### src/rtl/pair_match_pkg.sv
// Shared types and index helpers for the pairwise match tally block.
// Pairs are enumerated (0,1),(0,2)..(0,N-1),(1,2)..(N-2,N-1).
package pair_match_pkg;

    typedef enum logic [1:0] {
        IDLE    = 2'd0,
        COLLECT = 2'd1,
        COMPARE = 2'd2,
        DONE    = 2'd3
    } state_t;

    function automatic int n_pairs(input int n_players);
        return (n_players * (n_players - 1)) / 2;
    endfunction

    // Row i starts after the (n-1)+(n-2)+..+(n-i) pairs of earlier rows.
    function automatic int pair_index(input int i, input int j, input int n_players);
        return i * n_players - (i * (i + 1)) / 2 + (j - i - 1);
    endfunction

endpackage

### src/rtl/pair_and_array.sv
// Combinational pairwise AND of every player's choice against every later player.
// Output slice p*N_BITS +: N_BITS belongs to pair index p.
module pair_and_array
    import pair_match_pkg::*;
#(
    parameter int N_PLAYERS = 4,
    parameter int N_BITS    = 3,
    localparam int N_PAIRS  = n_pairs(N_PLAYERS)
) (
    input  logic [N_PLAYERS*N_BITS-1:0] choices,
    output logic [N_PAIRS*N_BITS-1:0]   pair_and
);

    genvar gi, gj;
    generate
        for (gi = 0; gi < N_PLAYERS - 1; gi++) begin : g_row
            for (gj = gi + 1; gj < N_PLAYERS; gj++) begin : g_col
                localparam int P = pair_index(gi, gj, N_PLAYERS);
                assign pair_and[P*N_BITS +: N_BITS] =
                    choices[gi*N_BITS +: N_BITS] & choices[gj*N_BITS +: N_BITS];
            end
        end
    endgenerate

endmodule

### src/rtl/pair_match_tally.sv
// Collects one choice per player per round, compares all pairs, and keeps
// saturating per-pair hit tallies plus a saturating round counter.
module pair_match_tally
    import pair_match_pkg::*;
#(
    parameter int N_PLAYERS = 4,
    parameter int N_BITS    = 3,
    parameter int CNT_W     = 4,
    localparam int N_PAIRS  = n_pairs(N_PLAYERS)
) (
    input  logic                         clk,
    input  logic                         reset,
    input  logic                         start,
    input  logic                         clear,
    input  logic [N_PLAYERS-1:0]         play_valid,
    input  logic [N_PLAYERS*N_BITS-1:0]  play_bits,
    output logic [N_PLAYERS-1:0]         submitted,
    output logic                         busy,
    output logic                         done,
    output logic [N_PAIRS*N_BITS-1:0]    match,
    output logic [N_PAIRS-1:0]           pair_hit,
    output logic [N_PAIRS*CNT_W-1:0]     tally,
    output logic [CNT_W-1:0]             rounds
);

    localparam logic [CNT_W-1:0] CNT_MAX = '1;

    state_t                        state_reg, state_next;
    logic [N_PLAYERS-1:0]          submitted_reg;
    logic [N_PLAYERS-1:0]          accept;
    logic [N_PLAYERS*N_BITS-1:0]   choices_reg;
    logic [N_PAIRS*N_BITS-1:0]     and_vec;
    logic [N_PAIRS*N_BITS-1:0]     match_reg;
    logic [N_PAIRS-1:0]            hit_vec;
    logic [N_PAIRS-1:0]            hit_reg;
    logic [CNT_W-1:0]              tally_reg [N_PAIRS];
    logic [CNT_W-1:0]              rounds_reg;
    logic                          all_in;
    logic                          compare_exit;

    // Only players that have not yet submitted this round are accepted.
    assign accept       = (state_reg == COLLECT) ? (play_valid & ~submitted_reg) : '0;
    assign all_in       = &(submitted_reg | accept);
    assign compare_exit = (state_reg == COMPARE);

    always_ff @(posedge clk) begin
        if (reset) state_reg <= IDLE;
        else       state_reg <= state_next;
    end

    always_comb begin
        state_next = state_reg;
        case (state_reg)
            IDLE:    if (start)  state_next = COLLECT;
            COLLECT: if (all_in) state_next = COMPARE;
            COMPARE: state_next = DONE;
            DONE:    state_next = IDLE;
            default: state_next = IDLE;
        endcase
    end

    always_ff @(posedge clk) begin
        if (reset) begin
            submitted_reg <= '0;
            choices_reg   <= '0;
        end else begin
            if (state_reg == IDLE && start) submitted_reg <= '0;
            else                            submitted_reg <= submitted_reg | accept;
            for (int i = 0; i < N_PLAYERS; i++) begin
                if (accept[i]) choices_reg[i*N_BITS +: N_BITS] <= play_bits[i*N_BITS +: N_BITS];
            end
        end
    end

    pair_and_array #(
        .N_PLAYERS (N_PLAYERS),
        .N_BITS    (N_BITS)
    ) u_pair_and (
        .choices  (choices_reg),
        .pair_and (and_vec)
    );

    genvar gi;
    generate
        for (gi = 0; gi < N_PAIRS; gi++) begin : g_pair
            assign hit_vec[gi]               = |and_vec[gi*N_BITS +: N_BITS];
            assign tally[gi*CNT_W +: CNT_W]  = tally_reg[gi];
        end
    endgenerate

    // match/pair_hit only move on a COMPARE exit; clear does not touch them.
    always_ff @(posedge clk) begin
        if (reset) begin
            match_reg <= '0;
            hit_reg   <= '0;
        end else if (compare_exit) begin
            match_reg <= and_vec;
            hit_reg   <= hit_vec;
        end
    end

    // clear outranks a coincident increment.
    always_ff @(posedge clk) begin
        if (reset || clear) begin
            for (int p = 0; p < N_PAIRS; p++) tally_reg[p] <= '0;
            rounds_reg <= '0;
        end else if (compare_exit) begin
            for (int p = 0; p < N_PAIRS; p++) begin
                if (hit_vec[p] && tally_reg[p] != CNT_MAX)
                    tally_reg[p] <= tally_reg[p] + CNT_W'(1);
            end
            if (rounds_reg != CNT_MAX) rounds_reg <= rounds_reg + CNT_W'(1);
        end
    end

    assign submitted = submitted_reg;
    assign busy      = (state_reg == COLLECT) || (state_reg == COMPARE);
    assign done      = (state_reg == DONE);
    assign match     = match_reg;
    assign pair_hit  = hit_reg;
    assign rounds    = rounds_reg;

endmodule
### config.mk
export PLATFORM = sky130hd
export DESIGN_NAME = pair_match_tally
export DESIGN_NICKNAME = d
export VERILOG_FILES = /design/src/rtl/pair_match_pkg.sv /design/src/rtl/pair_and_array.sv /design/src/rtl/pair_match_tally.sv
export SDC_FILE = /design/constraint.sdc
export NUM_CORES = 1
export LEC_CHECK = 0
export CAP_MARGIN = 30
export CORE_MARGIN = 2
export CORE_UTILIZATION = 41
export DETAILED_ROUTE_END_ITERATION = 8
export PLACE_DENSITY = 0.68
export SLEW_MARGIN = 20
export SYNTH_ARGS = -nofsm -noshare
export SYNTH_HDL_FRONTEND = slang
export SYNTH_SLANG_ARGS = --single-unit
### constraint.sdc
create_clock -name clk -period 3.8 [get_ports clk]
set_input_delay 0.38 -clock clk [delete_from_list [all_inputs] [get_ports clk]]
set_output_delay 0.38 -clock clk [all_outputs]
set_load 0.05 [all_outputs]
==> results.yml, run 1 <==
drt:
  drcViolationCount: 0
  avgViaCountPerCell: 5.271
  routedWlPerCell_um: 14.47
  tritonroute_pass_1_iters: 5
  drt-total-wl_um: 7247
  route.vias.total: 2641
  ant_nets: 0
  drt_iter0_markers: 202
clock_network:
  cts_max_path_buffers: 2
  ctsHtreeMaxLevel: 3
  ctsResizeCount: 0
  root_buffer: "clkbuf_8"
  cts_hold_buf: 0
  clk_pin_slew_worst_paths_ns: 0.07
  post-cts-setup-buffers: 0
  cts_tree: "yes"
  clock_sink_count: 70
  worst_skew_pair.late_latency_ns: 0.34
  cts_made_buffers: 9
logic_synthesis:
  ys_warn_count: 0
  synth_top_cells_by_count: "46 x dfxtp_1, 34 x a21oi_1, 33 x nor2_1"
  post_synth_main_area_contributors: "dfxtp_1 29%, edfxtp_1 23%, a21oi_1 5.4%"
  synth_area_leader_cell: "dfxtp_1"
  syn_area_um2: 3139
  async_flop_share_pct: 0
  syn_avg_cell_area_um2: 9.872
  netlist_instances: 318
  post_synth_num_cell_types: 37
  synth_fp_nets: 350
  synth-seq-cells: 70
  yosysTopAreaCellShare_pct: 29.33
  post-synth-top-count-cell: "dfxtp_1"
  synth-edff-count: 24
  synth_top_flop_cell: "dfxtp_1"
  synth_seq_area_share_pct: 52.29
grt:
  grt_max_degree: 40
  grt_pass1_wl_um: 12380
  grt_util_all_layers_pct: 18.47
  antenna_found_initial: 0
  grt_pass1_vias: 2547
  globalRoute.totalOverflow: 0
final_layout:
  finalCoreUtilization_pct: 56.82
  drive_above_1_share_pct: 4.726
  final.fill_count: 652
  fin_cells: 501
  multi_input_area_um2: 1410
  regArea_um2: 1642
  post_layout_nets: 429
  antenna_cells: 0
  area_growth_pct: 32.68
  largest_register_ff_count: 24
floorplanning:
  initial_core_util_pct: 42.82
  core_um2: 7331
  die_boundary_height_um: 91.50
  fp-row-count: 31
  number_of_top_level_pins: 78
  die_width_um: 91.50
  die_footprint_um2: 8372
worst_setup_path:
  cp_data_arrival_time_ns: 1.99
  critical-path-max-stage-delay_ns: 0.82
  critical_path.cell_chain: "inv_1, ha_1, clkdlybuf4s50_1"
  crit_required_ns: 3.42
  path_delay_family: "buffers and inverters"
  critPathSlowestCell: "clkdlybuf4s50_1"
  timing_worst_setup_path_type: "reg -> out"
  crit_path_end_kind: "primary output"
  timing.critical_path.fanout_max: 5
  cp-start-kind: "register"
  path_buf_inv: 2
sta:
  finalCritPeriodShare_pct: 62.49
  period_minus_slack_ns: 2.375
  total_count_of_hold_check_failures_in_the_final_report: 0
  timing.setup.tns_ns: 0
  fmaxAchievable_mhz: 421.1
  skew_ns: 0.006118
  number_of_pins_with_negative_max_slew_slack_in_the_final_report: 0
  setup_violations: 0
  tightestPinTransition_ns: 0.7049
  max_slew_margin_pct: 53.01
  grt_setup_unrepaired: "no"
hold_path:
  worstHoldPathType: "reg -> reg"
power_and_ir_drop:
  power_leakage_nw: 1.483
  fin_total_pwr_mw: 2.003
  ir_worst_vdd_mv: 0.2777
  power_density_nw_per_um2: 480.9
placement:
  place.gp.congestion: 0.7721
  dp.final_hpwl_um: 5218
  portBuffers: 77
  placed_cells: 485
status:
  status: "completed"
run:
  max-cap-violations: 0
[logic make-up (layout without fill, tap and decap cells)]
kind of cell | count (synthesis) | in the layout | synth area share, %
buffers and inverters | 21 | 105 | 2.790
and+or+nand+nor | 122 | 122 | 19.69
muxes | 13 | 13 | 4.145
adders and majority gates | 12 | 12 | 4.783
xor gates and xnor gates | 6 | 6 | 1.674
DFF | 70 | 70 | 52.29
AOI/OAI and AO/OA | 74 | 74 | 14.63
[through the flow]
stage               area [um2]  worst slack (ns)  hold slack, ns
floorplan                 3139             1.946          0.5043
global placement          3999             1.569          0.4597
detailed placement        3999             1.517          0.4581
CTS                       4165             1.399          0.4693
global route              4165             1.196          0.4860
finish                    4165             1.425          0.4666
[routing by layer]
layer / track usage [%] / routed length [um]
met1: 24.43 / 3448
met2: 29.04 / 3334
met3: 5.809 / 415
met4: 5.303 / 48
met5: 0 / 0
[worst register-to-register path: stages (launching register included)]
cell and delay [ns]:
dfxtp_1 0.35, inv_1 0.11, ha_1 0.62, inv_1 0.55, o311ai_0 0.44, o41ai_1 0.12
[cell type report]
| class | count | area share, % |
|---|---|---|
| Inverter | 10 | 0.9012 |
| Sequential cell | 70 | 39.41 |
| Clock inverter | 4 | 0.5107 |
| Multi-Input combinational cell | 227 | 33.85 |
| Clock buffer | 12 | 3.485 |
| Timing Repair Buffer | 79 | 18.86 |
| Tap cell | 99 | 2.974 |
[power by group]
group | switching [mW] | leakage (nW) | internal [mW]
registers | 0.0759 | 0.640 | 0.834
clock network | 0.266 | 0.0905 | 0.252
logic | 0.370 | 0.753 | 0.206
total | 0.711 | 1.48 | 1.29
[final timing paths]
kind,from,to,slack (ns),depth (start not counted)
setup / recovery,state_reg[0]$_SDFFE_PP0P_,busy,1.43,3
hold / removal,match[6]$_SDFFE_PP0P_,match[6]$_SDFFE_PP0P_,0.47,2
setup reg to reg,state_reg[0]$_SDFFE_PP0P_,rounds[2]$_SDFFE_PP0P_,1.47,5
hold reg to reg,match[6]$_SDFFE_PP0P_,match[6]$_SDFFE_PP0P_,0.47,2
[cells in the final DEF (no fill, tap or decap), drive strengths merged, types with 3 or more instances in the layout]
master	instances
a211oi	6
a21oi	34
a222oi	6
clkbuf	12
clkdlybuf4s50	77
clkinv	3
dfxtp	46
edfxtp	24
ha	12
inv	11
mux2i	13
nand2	31
nand2b	7
nand3	26
nand3b	5
nand4b	5
nor2	33
nor3b	8
o21ai	13
xnor2	6
No activity file was read; power rests on OpenSTA's default activity.
==> run 2: changes to the inputs <==
clock period = 2.45 ns   (was 3.8 ns; I/O delays follow)
==> results.yml, run 2 (synthesis gave the netlist of run 1 again) <==
final_layout:
  drive_above_1_share_pct: 6.158
  layout.cells.most_common: "clkdlybuf4s50_1"
  finalCoreUtilization_pct: 57.47
  post_layout_nets: 433
  largest_register_ff_count: 24
  antenna_cells: 0
  layout.cells.most_common_list: "77 x clkdlybuf4s50_1, 46 x dfxtp_1, 34 x a21oi_1, 33 x nor2_1, 31 x nand2_1"
  area_growth_pct: 34.20
power_and_ir_drop:
  power_frac_clock_pct: 26.9
  internal-power_mw: 2.052
  ir_worst_vdd_mv: 0.4221
  seq_pwr_share_pct: 44.4
  power_density_nw_per_um2: 753.8
  power.net_switching_mw: 1.124
  power.switching_fraction_pct: 35.39
  power_leakage_nw: 1.508
  part_of_the_total_power_dissipated_in_combinational_logic_pct: 28.7
clock_network:
  cts_made_buffers: 9
  ctsResizeCount: 0
  clock_sink_count: 70
  clk_pin_slew_worst_paths_ns: 0.07
  post-cts-setup-buffers: 0
  ctsHtreeMaxLevel: 3
  cts_max_path_buffers: 2
  worst_skew_pair.late_latency_ns: 0.34
  cts_hold_buf: 0
  cts_tree: "yes"
  root_buffer: "clkbuf_8"
worst_setup_path:
  crit_path_end_kind: "primary output"
  timing.critical_path.fanout_max: 5
  crit_required_ns: 2.20
  timing_worst_setup_path_type: "reg -> out"
  ff2ff_setup_slack_ns: 0.38
  cp_data_arrival_time_ns: 1.97
  cp-start-kind: "register"
grt:
  grt_use_met1_pct: 23.99
  grtUsageMet2_pct: 28.68
  globalRoute.busiestLayer: "met2"
  globalRoute.totalOverflow: 0
  grt_pass1_wl_um: 12210
  grt_util_all_layers_pct: 18.06
  grt_pass1_vias: 2492
  antenna_found_initial: 0
  grt_max_degree: 22
  grt_use_met3_pct: 5.228
sta:
  period_minus_slack_ns: 2.211
  finalCritPeriodShare_pct: 90.25
  setup_violations: 0
  tightestPinTransition_ns: 0.6364
  number_of_pins_with_negative_max_slew_slack_in_the_final_report: 0
  timing.setup.tns_ns: 0
  fmaxAchievable_mhz: 452.2
  max_slew_margin_pct: 57.12
  skew_ns: 0.006610
  grt_setup_unrepaired: "no"
  total_count_of_hold_check_failures_in_the_final_report: 0
placement:
  place.gp.congestion: 0.7573
  dp.final_hpwl_um: 5365
  portBuffers: 77
floorplanning:
  fp-row-count: 31
  die_width_um: 91.50
  die_footprint_um2: 8372
  number_of_top_level_pins: 78
  die_boundary_height_um: 91.50
  initial_core_util_pct: 42.82
  core_um2: 7331
drt:
  drt_iter0_markers: 150
  routedWlPerCell_um: 14.53
  avgViaCountPerCell: 5.307
  drcViolationCount: 0
  ant_nets: 0
  route.vias.total: 2680
  drt-total-wl_um: 7338
  tritonroute_pass_1_iters: 5
hold_path:
  worstHoldPathType: "reg -> reg"
run:
  max-cap-violations: 0
status:
  status: "completed"
[run 2: changes by cell type in the layout (fill, tap and decap cells not counted)]
| cell | previous run | this run |
|---|---|---|
| buf_4 | 2 | 6 |
| clkbuf_1 | 2 | 0 |
| clkbuf_8 | 10 | 11 |
| clkinv_2 | 3 | 2 |
| clkinv_4 | 0 | 1 |
| clkinvlp_4 | 0 | 1 |
[run 2: metal layers]
layer,vias up,wire (um)
li1,1333,-
met4,0,80
met1,1264,3481
met2,75,3366
met5,-,0
met3,8,410
[run 2: final cells by class]
cell class                      instances  area (um2)
Clock buffer                           11       151.4
Clock inverter                          5       32.53
Fill cell                             647        3118
Inverter                               10       37.54
Multi-Input combinational cell        227        1410
Sequential cell                        70        1642
Tap cell                               99       123.9
Timing Repair Buffer                   83       815.8
[run 2: worst paths after layout]
path              cells past startpoint                            end                       from
setup reg to reg                      5  tally_reg[0][3]$_SDFFCE_PN0P_  state_reg[0]$_SDFFE_PP0P_
hold reg to reg                       2          match[6]$_SDFFE_PP0P_      match[6]$_SDFFE_PP0P_
setup / recovery                      3                           busy  state_reg[1]$_SDFFE_PP0P_
hold / removal                        2          match[6]$_SDFFE_PP0P_      match[6]$_SDFFE_PP0P_
[run 2: critical path, cell delays in order (launching register included)]
cell             delay, ns
dfxtp_1               0.40
inv_1                 0.10
ha_1                  0.32
clkdlybuf4s50_1       0.81
[run 2: power groups by stage]
stage               registers (mW)  logic [mW]  clock network (mW)
CTS                           1.41       0.919               0.875
global route                  1.43       0.986               0.923
detailed placement            1.44       0.915                   0
floorplan                     1.59       0.462                   0
finish                        1.41       0.912               0.853
global placement              1.43       0.902                   0
[run 2: through the flow]
stage	area (um2)	worst slack (ns)	std cells	power (mW)	hold slack, ns
floorplan	3139	0.5964	318	2.054	0.3857
global placement	4029	0.4826	489	2.336	0.4565
detailed placement	4029	0.3991	489	2.352	0.4629
CTS	4213	0.2099	505	3.204	0.4761
global route	4213	0.1231	505	3.338	0.4850
finish	4213	0.2388	505	3.175	0.4712
==> run 3: changes to the inputs <==
CORE_UTILIZATION = 49   (was 41)
PLACE_DENSITY = 0.8   (was 0.68)
==> results.yml, run 3 (synthesis gave the netlist of run 1 again) <==
clock_network:
  worst_skew_pair.late_latency_ns: 0.35
  clock_sink_count: 70
  cts_hold_buf: 0
  root_buffer: "clkbuf_8"
  ctsHtreeMaxLevel: 3
  post-cts-setup-buffers: 0
  cts_made_buffers: 9
  ctsResizeCount: 0
  cts_max_path_buffers: 2
  cts_tree: "yes"
  clk_pin_slew_worst_paths_ns: 0.08
drt:
  avgViaCountPerCell: 5.688
  routedWlPerCell_um: 15.17
  drcViolationCount: 0
  route.vias.total: 2730
  drt-total-wl_um: 7280
  tritonroute_pass_1_iters: 5
  drt_iter0_markers: 192
  ant_nets: 0
power_and_ir_drop:
  power_leakage_nw: 1.506
  power_density_nw_per_um2: 779.4
  ir_worst_vdd_mv: 0.4532
sta:
  fmaxAchievable_mhz: 445.3
  skew_ns: 0.009006
  total_count_of_hold_check_failures_in_the_final_report: 0
  number_of_pins_with_negative_max_slew_slack_in_the_final_report: 0
  period_minus_slack_ns: 2.246
  timing.setup.tns_ns: 0
  grt_setup_unrepaired: "no"
  setup_violations: 0
  finalCritPeriodShare_pct: 91.66
  tightestPinTransition_ns: 0.6078
  max_slew_margin_pct: 59.48
worst_setup_path:
  cp_data_arrival_time_ns: 2.00
  path_delay_family: "buffers and inverters"
  crit_path_end_kind: "primary output"
  crit_required_ns: 2.20
  cp-start-kind: "register"
  critPathSlowestCell: "clkdlybuf4s50_1"
  critical_path.cell_chain: "inv_1, ha_1, clkdlybuf4s50_1"
  timing_worst_setup_path_type: "reg -> out"
  path_buf_inv: 2
  critical-path-max-stage-delay_ns: 0.81
  timing.critical_path.fanout_max: 5
placement:
  dp.final_hpwl_um: 5145
  portBuffers: 77
  place.gp.congestion: 0.8106
hold_path:
  worstHoldPathType: "reg -> reg"
floorplanning:
  fp-row-count: 29
  number_of_top_level_pins: 78
  core_um2: 6277
  die_footprint_um2: 7063
  die_width_um: 84.04
  die_boundary_height_um: 84.04
  initial_core_util_pct: 50.01
grt:
  grt_pass1_vias: 2519
  grt_max_degree: 38
  grt_pass1_wl_um: 11900
  grt_util_all_layers_pct: 21.10
  antenna_found_initial: 0
  globalRoute.totalOverflow: 0
final_layout:
  layout.cells.most_common_list: "77 x clkdlybuf4s50_1, 46 x dfxtp_1, 34 x a21oi_1, 33 x nor2_1, 31 x nand2_1"
  post_layout_nets: 430
  largest_register_ff_count: 24
  finalCoreUtilization_pct: 66.75
  antenna_cells: 0
  multi_input_area_um2: 1410
  regArea_um2: 1642
  area_growth_pct: 33.48
  drive_above_1_share_pct: 5.459
  layout.cells.most_common: "clkdlybuf4s50_1"
  final.fill_count: 511
run:
  max-cap-violations: 0
status:
  status: "completed"
-- run 3: report_power, final --
| part | total, mW | switching, mW | internal, mW |
|---|---|---|---|
| Sequential | 1.42 | 0.124 | 1.29 |
| Combinational | 0.900 | 0.575 | 0.325 |
| Clock | 0.948 | 0.433 | 0.515 |
| Total | 3.27 | 1.13 | 2.13 |
-- run 3: per-stage QoR --
stage	total power [mW]	area (um2)	instances	hold WS, ns	setup slack [ns]
after global placement	2.312	3979	464	0.4579	0.4772
after global routing	3.420	4190	480	0.4845	0.1202
after CTS	3.280	4190	480	0.4722	0.1898
after floorplan	2.054	3139	318	0.3857	0.5964
after detailed placement	2.334	3979	464	0.4584	0.3441
final	3.266	4190	480	0.4656	0.2044
-- run 3: area by class of cell --
| cell class | instances | area share, % |
|---|---|---|
| clock buffers | 12 | 4.479 |
| clock inverters | 4 | 0.5673 |
| inverters | 10 | 0.8958 |
| multi-input cells | 227 | 33.65 |
| flip-flops and latches | 70 | 39.18 |
| well taps | 77 | 2.299 |
| repair buffers | 80 | 18.93 |
-- run 3: worst reg2reg max path, delay by kind of cell, from the launching register on --
kind,cells,cell delay (ns)
and+or+nand+nor,2,0.67
adders and majority gates,1,0.55
DFF,1,0.35
AOI/OAI and AO/OA,1,0.24
buffers and inverters,1,0.11
-- run 3: per-layer routing --
metal	part of all wire, %	vias to the layer above	track usage, %
met4	2.6	0	10.85
li1	-	1329	-
met5	0	-	0
met2	48	111	33.41
met1	44	1273	27.24
met3	5.6	17	4.352
-- run 3: final timing paths --
kind,start,to,slack [ns],depth (start not counted)
setup / recovery,state_reg[1]$_SDFFE_PP0P_,busy,0.20,3
hold / removal,match[17]$_SDFFE_PP0P_,match[17]$_SDFFE_PP0P_,0.47,2
setup reg to reg,state_reg[0]$_SDFFE_PP0P_,tally_reg[0][3]$_SDFFCE_PN0P_,0.35,5
hold reg to reg,match[17]$_SDFFE_PP0P_,match[17]$_SDFFE_PP0P_,0.47,2
